## src/rtl/bist16_ctrl.sv

```systemverilog
// BIST controller for 16-bit bitwise datapath units: issues LFSR operand pairs,
// compacts the DUT response into a MISR signature and flags pass against a golden value.
module bist16_ctrl #(
  parameter int          NUM_VECTORS = 64,
  parameter int          DUT_LAT     = 0,
  parameter logic [15:0] SEED_A      = 16'hACE1,
  parameter logic [15:0] SEED_B      = 16'h1D0F,
  parameter logic [15:0] GOLDEN_SIG  = 16'h0000
) (
  input  logic        clk,
  input  logic        rst_n,
  input  logic        start,
  input  logic [15:0] dut_y,
  output logic [15:0] pat_a,
  output logic [15:0] pat_b,
  output logic        busy,
  output logic        done,
  output logic        pass,
  output logic [15:0] signature
);

  localparam logic [1:0] IDLE  = 2'd0;
  localparam logic [1:0] RUN   = 2'd1;
  localparam logic [1:0] FLUSH = 2'd2;
  localparam logic [1:0] DONE  = 2'd3;

  localparam logic [15:0] LAST_VEC   = 16'(NUM_VECTORS - 1);
  localparam logic [1:0]  LAST_FLUSH = 2'(DUT_LAT - 1);

  logic [1:0]  state;
  logic [15:0] count;
  logic [1:0]  flush_cnt;
  logic        reload;
  logic        run_last;
  logic        flush_last;
  logic        capture;
  logic [15:0] sig_d;

  function automatic logic [15:0] lfsr_next(input logic [15:0] q);
    return {q[14:0], q[15] ^ q[13] ^ q[12] ^ q[10]};
  endfunction

  function automatic logic [15:0] misr_next(input logic [15:0] sig, input logic [15:0] y);
    return {sig[14:0], sig[15] ^ sig[13] ^ sig[12] ^ sig[10]} ^ y;
  endfunction

  assign reload     = start && ((state == IDLE) || (state == DONE));
  assign run_last   = (state == RUN) && (count == LAST_VEC);
  assign flush_last = (state == FLUSH) && (flush_cnt == LAST_FLUSH);
  assign sig_d      = capture ? misr_next(signature, dut_y) : signature;
  assign busy       = (state == RUN) || (state == FLUSH);
  assign done       = (state == DONE);

  // Valid pipe: tracks which result slots carry a real vector DUT_LAT cycles after issue
  generate
    if (DUT_LAT == 0) begin : g_lat0
      assign capture = (state == RUN);
    end else begin : g_latn
      logic [DUT_LAT-1:0] vld_p;

      always_ff @(posedge clk or negedge rst_n) begin
        if (!rst_n) begin
          vld_p <= '0;
        end else if (reload) begin
          vld_p <= '0;
        end else begin
          vld_p[0] <= (state == RUN);
          for (int i = 1; i < DUT_LAT; i++) begin
            vld_p[i] <= vld_p[i-1];
          end
        end
      end

      assign capture = vld_p[DUT_LAT-1];
    end
  endgenerate

  // Control, pattern generators and signature register
  always_ff @(posedge clk or negedge rst_n) begin
    if (!rst_n) begin
      state     <= IDLE;
      pat_a     <= SEED_A;
      pat_b     <= SEED_B;
      signature <= '0;
      count     <= '0;
      flush_cnt <= '0;
      pass      <= 1'b0;
    end else if (reload) begin
      state     <= RUN;
      pat_a     <= SEED_A;
      pat_b     <= SEED_B;
      signature <= '0;
      count     <= '0;
      flush_cnt <= '0;
      pass      <= 1'b0;
    end else begin
      signature <= sig_d;
      case (state)
        RUN: begin
          pat_a <= lfsr_next(pat_a);
          pat_b <= lfsr_next(pat_b);
          count <= count + 16'd1;
          if (run_last) begin
            if (DUT_LAT == 0) begin
              state <= DONE;
              pass  <= (sig_d == GOLDEN_SIG);
            end else begin
              state <= FLUSH;
            end
          end
        end
        FLUSH: begin
          flush_cnt <= flush_cnt + 2'd1;
          if (flush_last) begin
            state <= DONE;
            pass  <= (sig_d == GOLDEN_SIG);
          end
        end
        default: ;
      endcase
    end
  end

endmodule

```

## config.mk

```make
export PLATFORM = sky130hd
export DESIGN_NAME = bist16_ctrl
export DESIGN_NICKNAME = d
export VERILOG_FILES = /design/src/rtl/bist16_ctrl.sv
export SDC_FILE = /design/constraint.sdc
export NUM_CORES = 1
export LEC_CHECK = 0
export BUFFER_PORTS_ARGS = -buffer_cell sky130_fd_sc_hd__buf_2
export CAP_MARGIN = 20
export CELL_PAD_IN_SITES_DETAIL_PLACEMENT = 2
export CELL_PAD_IN_SITES_GLOBAL_PLACEMENT = 2
export CORE_MARGIN = 2
export CORE_UTILIZATION = 25
export DETAILED_ROUTE_END_ITERATION = 10
export PLACE_DENSITY_LB_ADDON = 0.1
export SLEW_MARGIN = 30
export SYNTH_ARGS = -nofsm -noshare
export SYNTH_HDL_FRONTEND = slang
export SYNTH_SLANG_ARGS = --single-unit
```

## constraint.sdc

```tcl
create_clock -name clk -period 3.1 [get_ports clk]
set_input_delay 0.155 -clock clk [delete_from_list [all_inputs] [get_ports clk]]
set_output_delay 0.155 -clock clk [all_outputs]
set_load 0.02 [all_outputs]
```

* Yosys cells after proc, flatten, opt, wreduce, memory -nomap -nowiden *
Cells that the tools add are included.

word-level totals
  register bits after elaboration = 69
  input bits = 19
  output and inout port bits = 51

operators by class
  add/sub/neg operators = 2
  eq/ne operators = 7
  muxes and demuxes = 18
  bitwise operators = 10
  reduce and logical (&&, ||, !) cells = 11

operator list
  kind                                             number
  2-to-1 mux 16 bit                                8
  adder 16 x 1 -> 16 bit (second input constant)   1
  == test 16 x 6 -> 1 bit (second input constant)  1
  logical NOT 16 bit                               1
  XOR 16 bit                                       1
  2-to-1 mux 2 bit                                 5
  XOR 1 bit                                        9
  == test 2 bit (second input constant)            3
  inequality test 3 bit (second input constant)    2
  one-hot mux 2 bit (2 select lines)               1
  nonzero test 2 bit                               2
  logical AND 1 bit                                3
  2-to-1 mux 1 bit                                 3
  AND reduction 3 bit                              1
  nonzero test 3 bit                               1
  adder 2 x 1 -> 2 bit (second input constant)     1
  == test 2 x 1 -> 1 bit (second input constant)   1
  logical NOT 2 bit                                1
  logical OR 1 bit                                 2
  one-hot mux 1 bit (2 select lines)               1

* Longest topological paths before layout *
Gate-level depths: netlist of the first run.

  word-level depth = 9
  depth in mapped cells = 8
  gate-level depth less buffers = 7

* Least setup slack after synthesis of the first run *
OpenSTA, ideal clock, no wires.

  path kind = reg-to-reg
  start point = reg state[1]
  end point = reg count[8]
  setup time = 132 ps
  data arrival time = 1514 ps
  path slack = 1454 ps
  stages on the path, launching flop included = 9
  period minus slack after synthesis = 1646 ps
  cells stage by stage = dfrtp_1 inv_1 ha_1 and4_4 and3_1 buf_2 and3_1 xnor2_1 nor2_1

between the ends
  longest elaborated chain between the ends = 4

RTL lines
  item                                                     line  RTL
  start: declaration                                       30    logic [1:0] state;
  start signal: assignment                                 81    state <= IDLE;
  start signal: assignment                                 89    state <= RUN;
  start signal: assignment                                 105   state <= DONE;
  == test 2 bit or logical NOT 2 bit (tied branches)       47    assign reload = start && ((state == IDLE) || (state == DONE));
  logical OR 1 bit                                         47
  logical AND 1 bit                                        47
  2-to-1 mux 16 bit or nonzero test 2 bit (tied branches)  --
  end signal: assignment                                   102   count <= count + 16'd1;
  end: declaration                                         31    logic [15:0] count;

Parallel ways exist; a longest one is shown, timed or not.
A chain may end at the register's enable or synchronous reset.

* Final worst setup path of the first run *
  start point = reg state[1]
  end point = reg pass

between the ends
  longest elaborated chain between the ends = 6

RTL lines
  item                                 line        RTL
  == test 2 x 1 -> 1 bit               48, 57, 98
  2-to-1 mux 16 bit                    50          assign sig_d = capture ? misr_next(signature, dut_y) : signature;
  logical NOT 16 bit                   106, 116
  2-to-1 mux 1 bit (on tied branches)  114, 103
  one-hot mux 1 bit (2 select lines)   98          case (state)
  2-to-1 mux 1 bit                     88          end else if (reload) begin
  end signal: assignment               106         pass <= (sig_d == GOLDEN_SIG);
  end signal: assignment               116         pass <= (sig_d == GOLDEN_SIG);
  end: declaration                     18          output logic pass,

Parallel ways exist; a longest one is shown, timed or not. The select of a mux whose other input is x is not followed.

==> reports/summary.txt, run 1 <==
port bufs: 69
critical path class: reg -> reg
synthesized-area fraction occupied by adder cells: 1.908%
XOR/XNOR share of the synthesized area: 10.69%
vias per cell: 4.507
Final period util: 67.67%
mux cell area share after synthesis: 10.38%
Clk Latency, worst-skew pair: 0.33 ns
CP Launch Type: flop
fmax: 476.7 MHz
largest family of logic cells by synthesized area: simple AND/OR/NAND/NOR gates
Hold Buf Count CTS: 1
initial core utilization: 25.77%
fin. max-slew vios: 0
Site Rows: 41
pwr/cell area: 1160 nW/um^2
CTS tree: done
Worst-Margin Slew: 0.7419 ns
initial DRC count: 100
Synth Area per Inst: 10.75 sq um
Final GP Congestion: 0.6768
simple-gate share of the synthesized area: 15.38%
Die Wd: 118.5 um
Post-synth EDFFs: 0
VDD IR max: 0.0003900 V
crit path DAT: 2.32 ns
Cell Area, Synth: 3278 sq um
Setup Skew: 0.004590 ns
ys async rst share: 100.0%
core outline area: 12,720 sq um
Total Power: 4.765 mW
total grt overflow: 0
min-delay worst type: in -> reg
layout cells sized above 1: 28.57%
Total GRT Usage: 13.93%
Post-CTS Setup Bufs: 0
Post-Syn Instances: 305
hpwl dp: 6256 um
CTS buffer count: 9
# H-tree levels: 3
Period minus WS final: 2.098 ns
maximum clock path buffer count: 2
Worst R2R Setup Slack: 1.00 ns
total number of vias: 2,479
Ports: 70
antenna violations before repair: 0
ANT cells: 0
setup TNS: 0 ns
critical path endpoint category: flop
register area share after synthesis: 53.28%
Clock Sink Count: 69
drt first pass iters: 4
Die H: 118.5 um
pin count of the biggest net entering global routing: 70
CP required: 3.32 ns
#FFs+latches synth: 69
DIE AREA: 14,040 sq um
vias in the first global route: 2,699
Leak: 1.928 nW
Worst-path clk slew: 0.06 ns
Post-route DRC: 0
post-synthesis cell type count: 31
post-CTS sizing: 0
Worst Path Max Fanout: 29
ys flop type: dfrtp_1
Setup violations, final: 0
Fin. Hold Viols: 0
Max-Cap Viols: 0
Post-Route WL: 9091 um
Layout area overhead: 25.31%
WL per Instance: 16.53 um
relative slew slack: 50.42%
Layout Nets: 397
ANT nets after route: 0
YS warnings: 0
first-pass GRT wire length: 15,240 um
RSZ-0062 raised after global routing: false
syn_nets: 329
Compound-Gate Fraction of Synth Area: 5.344%
run status: completed
root buf cell: clkbuf_16
## state kept, by name, summed over array words and instances, names as in the netlist
signal,cells
pass,1
count,16
flush_cnt,2
pat_a,16
signature,16
pat_b,16
state,2
## layout make-up
| type | count | area [sq um] |
|---|---|---|
| fillers | 1427 | 8615 |
| flip-flops and latches | 69 | 1747 |
| multi-input cells | 214 | 1446 |
| repair buffers | 74 | 397.9 |
| clock buffers | 15 | 277.8 |
| well taps | 172 | 215.2 |
| inverters | 5 | 18.77 |
| clock inverters | 1 | 5.005 |
## per-stage QoR
stage / hold WS, ns / cell area (sq um) / setup WS [ns] / util (%) / std cells
floorplan: -0.1406 / 3278 / 1.454 / - / 305
global placement: 0.2224 / 3815 / 1.063 / 29.99 / 533
detailed placement: 0.2195 / 3815 / 1.001 / 29.99 / 533
CTS: 0.1481 / 4108 / 0.9746 / 32.29 / 550
global route: 0.1713 / 4108 / 0.8419 / 32.29 / 550
finish: 0.1622 / 4108 / 1.002 / 32.29 / 550
## worst paths after layout
kind / to / from / cells past startpoint
min in group asynchronous: flush_cnt[1] / rst_n / 3
hold / removal: signature[11] / dut_y[11] / 3
setup / recovery: pass / state[1] / 7
setup reg to reg: pass / state[1] / 7
max in group asynchronous: pat_a[15] / rst_n / 3
hold reg to reg: count[15] / count[15] / 2
## critical path, stage by stage, from the launching register on
cell	delay (ns)
dfrtp_1	0.41
inv_1	0.10
ha_4	0.33
and4_4	0.32
nand4_1	0.12
a21oi_1	0.38
nor2_1	0.10
a31o_2	0.22
## report_power, final
group | leakage, nW | switching (mW) | internal (mW)
clock | 0.140 | 0.372 | 0.607
sequential | 0.843 | 0.370 | 1.31
combinational | 0.945 | 1.28 | 0.821
total | 1.93 | 2.02 | 2.74
## cells in the final DEF, fill, tap and decap left out, types with 2 or more instances in the layout
master and instances:
nand4_1 8, a211oi_1 12, o21ai_0 5, and3_1 5
ha_1 4, nand3_1 2, inv_1 5, dfstp_2 16
nand2_1 22, buf_2 69, dfrtp_1 53, nor4_1 4
xor2_1 10, buf_4 3, xnor2_1 30, nor3_1 4
clkbuf_1 3, a31oi_1 3, clkbuf_16 9, and2_1 2
mux2i_1 34, a21oi_1 5, or3_1 2, nor2_1 53
clkbuf_8 3
## cells in the mapped netlist (all sizes together) (6+ instances only)
cell type	instances	area, sq um
buf	11	57.55
xor2	10	87.58
a211oi	12	90.09
xnor2	30	262.8
mux2i	34	340.3
dfrtp	53	1326
nand4	9	62.56
nand2	22	82.58
clkbuf	6	22.52
dfstp	16	420.4
nor2	53	198.9
## layer usage
| layer | vias to the layer above | routed length, um | GRT usage, % |
|---|---|---|---|
| met3 | 10 | 358 | 3.234 |
| met1 | 1245 | 4430 | 18.90 |
| met2 | 53 | 4160 | 21.21 |
| li1 | 1171 | - | - |
| met5 | - | 0 | 0 |
| met4 | 0 | 142 | 6.027 |
## cell families after synthesis
group | count (synthesis)
AOI/OAI and AO/OA | 27
xor gates and xnor gates | 40
adders and majority gates | 5
buffers and inverters | 22
DFF | 69
muxes | 34
and+or+nand+nor | 108
(Power assumes the default switching activity.)
==> run 2, diff against run 1 <==
clock period = 1.8 ns   (was 3.1 ns; I/O delays follow)
==> run 2 against run 1 <==
Power is 75% higher; register-to-register slack worse by 0.87 ns; largest power group unchanged; global-route usage increased by 0.42 points; combinational power is 82% higher; clock-buffer cell count unchanged; critical path depth shrank 1; core utilization grew 0.85 points; die area is the same; clock skew fell by 0.00090 ns; largest cell class unchanged.
==> reports/summary.txt, run 2 (synthesized netlist as in run 1, its figures left out) <==
Comb pwr share: 45.8% (+1.7 points)
initial DRC count: 113 (+13%)
pwr/cell area: 1980 nW/um^2 (+71%)
Post-Route WL: 9145 um (+0.59%)
Period minus WS final: 1.671 ns (-0.4270 ns)
slowest stage delay, CP: 0.41 ns (about the same)
Final GP Congestion: 0.6835 (+0.99%)
Clock Sink Count: 69 (unchanged)
vias in the first global route: 2,891 (+7.1%)
Design Area, Final: 4215 sq um (+2.6%)
maximum clock path buffer count: 2 (unchanged)
setup ws final: 0.1291 ns (-0.8730 ns)
crit path DAT: 1.92 ns (-0.40 ns)
most common library cell in the layout ignoring fill and taps: buf_2
hpwl dp: 6321 um (+1.0%)
FILL cells: 1,420 (-0.49%)
Fin. Hold Viols: 0 (unchanged)
Site Rows: 41 (unchanged)
critical path class: reg -> reg
layout cells sized above 1: 31.03% (+2.5 points)
Total GRT Usage: 14.35% (+0.42 points)
Slowest-stage cell, CP: dfrtp_1
Die Wd: 118.5 um (unchanged)
GR Layer Usage met2: 23.30% (+2.1 points)
CP required: 2.05 ns (-1.27 ns)
most used routing layer: met2
pin count of the biggest net entering global routing: 70 (unchanged)
Leak: 1.994 nW (+3.4%)
Die H: 118.5 um (unchanged)
DIE AREA: 14,040 sq um (unchanged)
core outline area: 12,720 sq um (unchanged)
ANT nets after route: 0 (unchanged)
antenna violations before repair: 0 (unchanged)
Worst-path clk slew: 0.05 ns (about the same)
met3 Usage GRT: 4.006% (+0.77 points)
Pint: 4.853 mW (+77%)
routing usage on met1: 18.36% (-0.54 points)
NetSw: 3.495 mW (+73%)
RSZ-0062 raised after global routing: false
DP Area: 3918 sq um (+2.7%)
initial core utilization: 25.77% (unchanged)
Total Power: 8.348 mW (+75%)
Setup Skew: 0.003692 ns (-0.0008982 ns)
most frequent cells in the layout: buf_2 (69), nor2_1 (53), dfrtp_1 (52)
relative slew slack: 72.77% (+22 points)
Worst-Margin Slew: 0.4085 ns (-0.3334 ns)
drt first pass iters: 4 (unchanged)
Post-route DRC: 0 (unchanged)
Setup violations, final: 0 (unchanged)
VDD IR max: 0.0005753 V (+48%)
WL per Instance: 16.27 um (-1.6%)
min-delay worst type: in -> reg
# H-tree levels: 3 (unchanged)
worst hold slack: 0.1015 ns (-0.06077 ns)
Clk pwr share: 20.2% (-0.3 points)
first-pass GRT wire length: 16,010 um (+5.1%)
Final period util: 92.83% (+25 points)
total grt overflow: 0 (unchanged)
port bufs: 69 (unchanged)
fmax: 598.5 MHz (+26%)
vias per cell: 4.521 (+0.31%)
setup TNS: 0 ns (unchanged)
Reg power frac: 34.1% (-1.2 points)
Clk Latency, worst-skew pair: 0.33 ns (about the same)
CTS buffer count: 9 (unchanged)
total number of vias: 2,541 (+2.5%)
Sw Share: 41.87% (-0.62 points)
dpl ws: 0.07071 ns (-0.9306 ns)
CTS tree: done
ANT cells: 0 (unchanged)
fin. max-slew vios: 0 (unchanged)
Layout area overhead: 28.59%
CP Launch Type: flop
Max-Cap Viols: 0 (unchanged)
Worst Path Max Fanout: 6 (-79%)
critical path endpoint category: flop
root buf cell: clkbuf_16
Layout Nets: 409 (+3.0%)
Ports: 70 (unchanged)
run status: completed
critical path cell sequence: inv_1, ha_4, and4_4, nand4_2, or3_1, a21oi_1
run 2: changes by cell type in the layout (fill, tap and decap cells not counted):
cell / delta
buf_12: +1
buf_4: +10
dfrtp_1: -1
buf_6: +1
dfrtp_2: +1
run 2: worst max-delay path: cells and delay by family (launching register included):
| kind | cells | cell delay [ns] |
|---|---|---|
| adder cells (fa/ha/maj) | 1 | 0.17 |
| flip-flops | 1 | 0.41 |
| AO/OA/AOI/OAI | 1 | 0.15 |
| AND/OR/NAND/NOR | 3 | 0.77 |
| buffers and inverters | 1 | 0.10 |
run 2: cell type report:
class | count | area [sq um] | area share, %
inverters | 5 | 18.77 | 0.4452
multi-input cells | 214 | 1446 | 34.31
flip-flops and latches | 69 | 1748 | 41.47
well taps | 172 | 215.2 | 5.105
clock buffers | 15 | 277.8 | 6.589
repair buffers | 86 | 504.2 | 11.96
clock inverters | 1 | 5.005 | 0.1187
run 2: final timing paths:
path                            from  slack, ns  cells past startpoint             to
max in group asynchronous      rst_n       1.11                      3       pat_a[7]
hold / removal             dut_y[11]       0.10                      3  signature[11]
setup reg to reg            state[1]       0.13                      6      count[13]
hold reg to reg             pat_b[9]       0.53                      2      pat_b[10]
setup / recovery            state[1]       0.13                      6      count[13]
min in group asynchronous      rst_n       0.32                      3   signature[0]
run 2: power by group through the flow:
stage	logic (mW)	registers [mW]	clock network [mW]
2_1_floorplan	1.97	3.40	0
3_3_place_gp	3.80	2.88	0
3_5_place_dp	3.87	2.88	0
4_1_cts	3.90	2.87	1.77
5_1_grt	4.28	2.97	1.82
6_report	3.82	2.84	1.68
run 2: metal layers:
metal	share of wire, %	up-vias
met5	0	-
met4	1.6	0
met3	4.3	13
met2	48	53
met1	46	1283
li1	-	1192
run 2: stage by stage:
stage	std cells	utilization [%]
finish	562	33.13
global route	562	33.13
CTS	562	33.09
detailed placement	545	30.79
global placement	545	30.79
floorplan	305	-
run 2: timing repair:
item                                   CTS  global route
setup buffers                            0             0
setup endpoints to repair                0             1
gates resized for setup                  0             2
hold buffers                             1             0
endpoints found under the hold margin   53             0
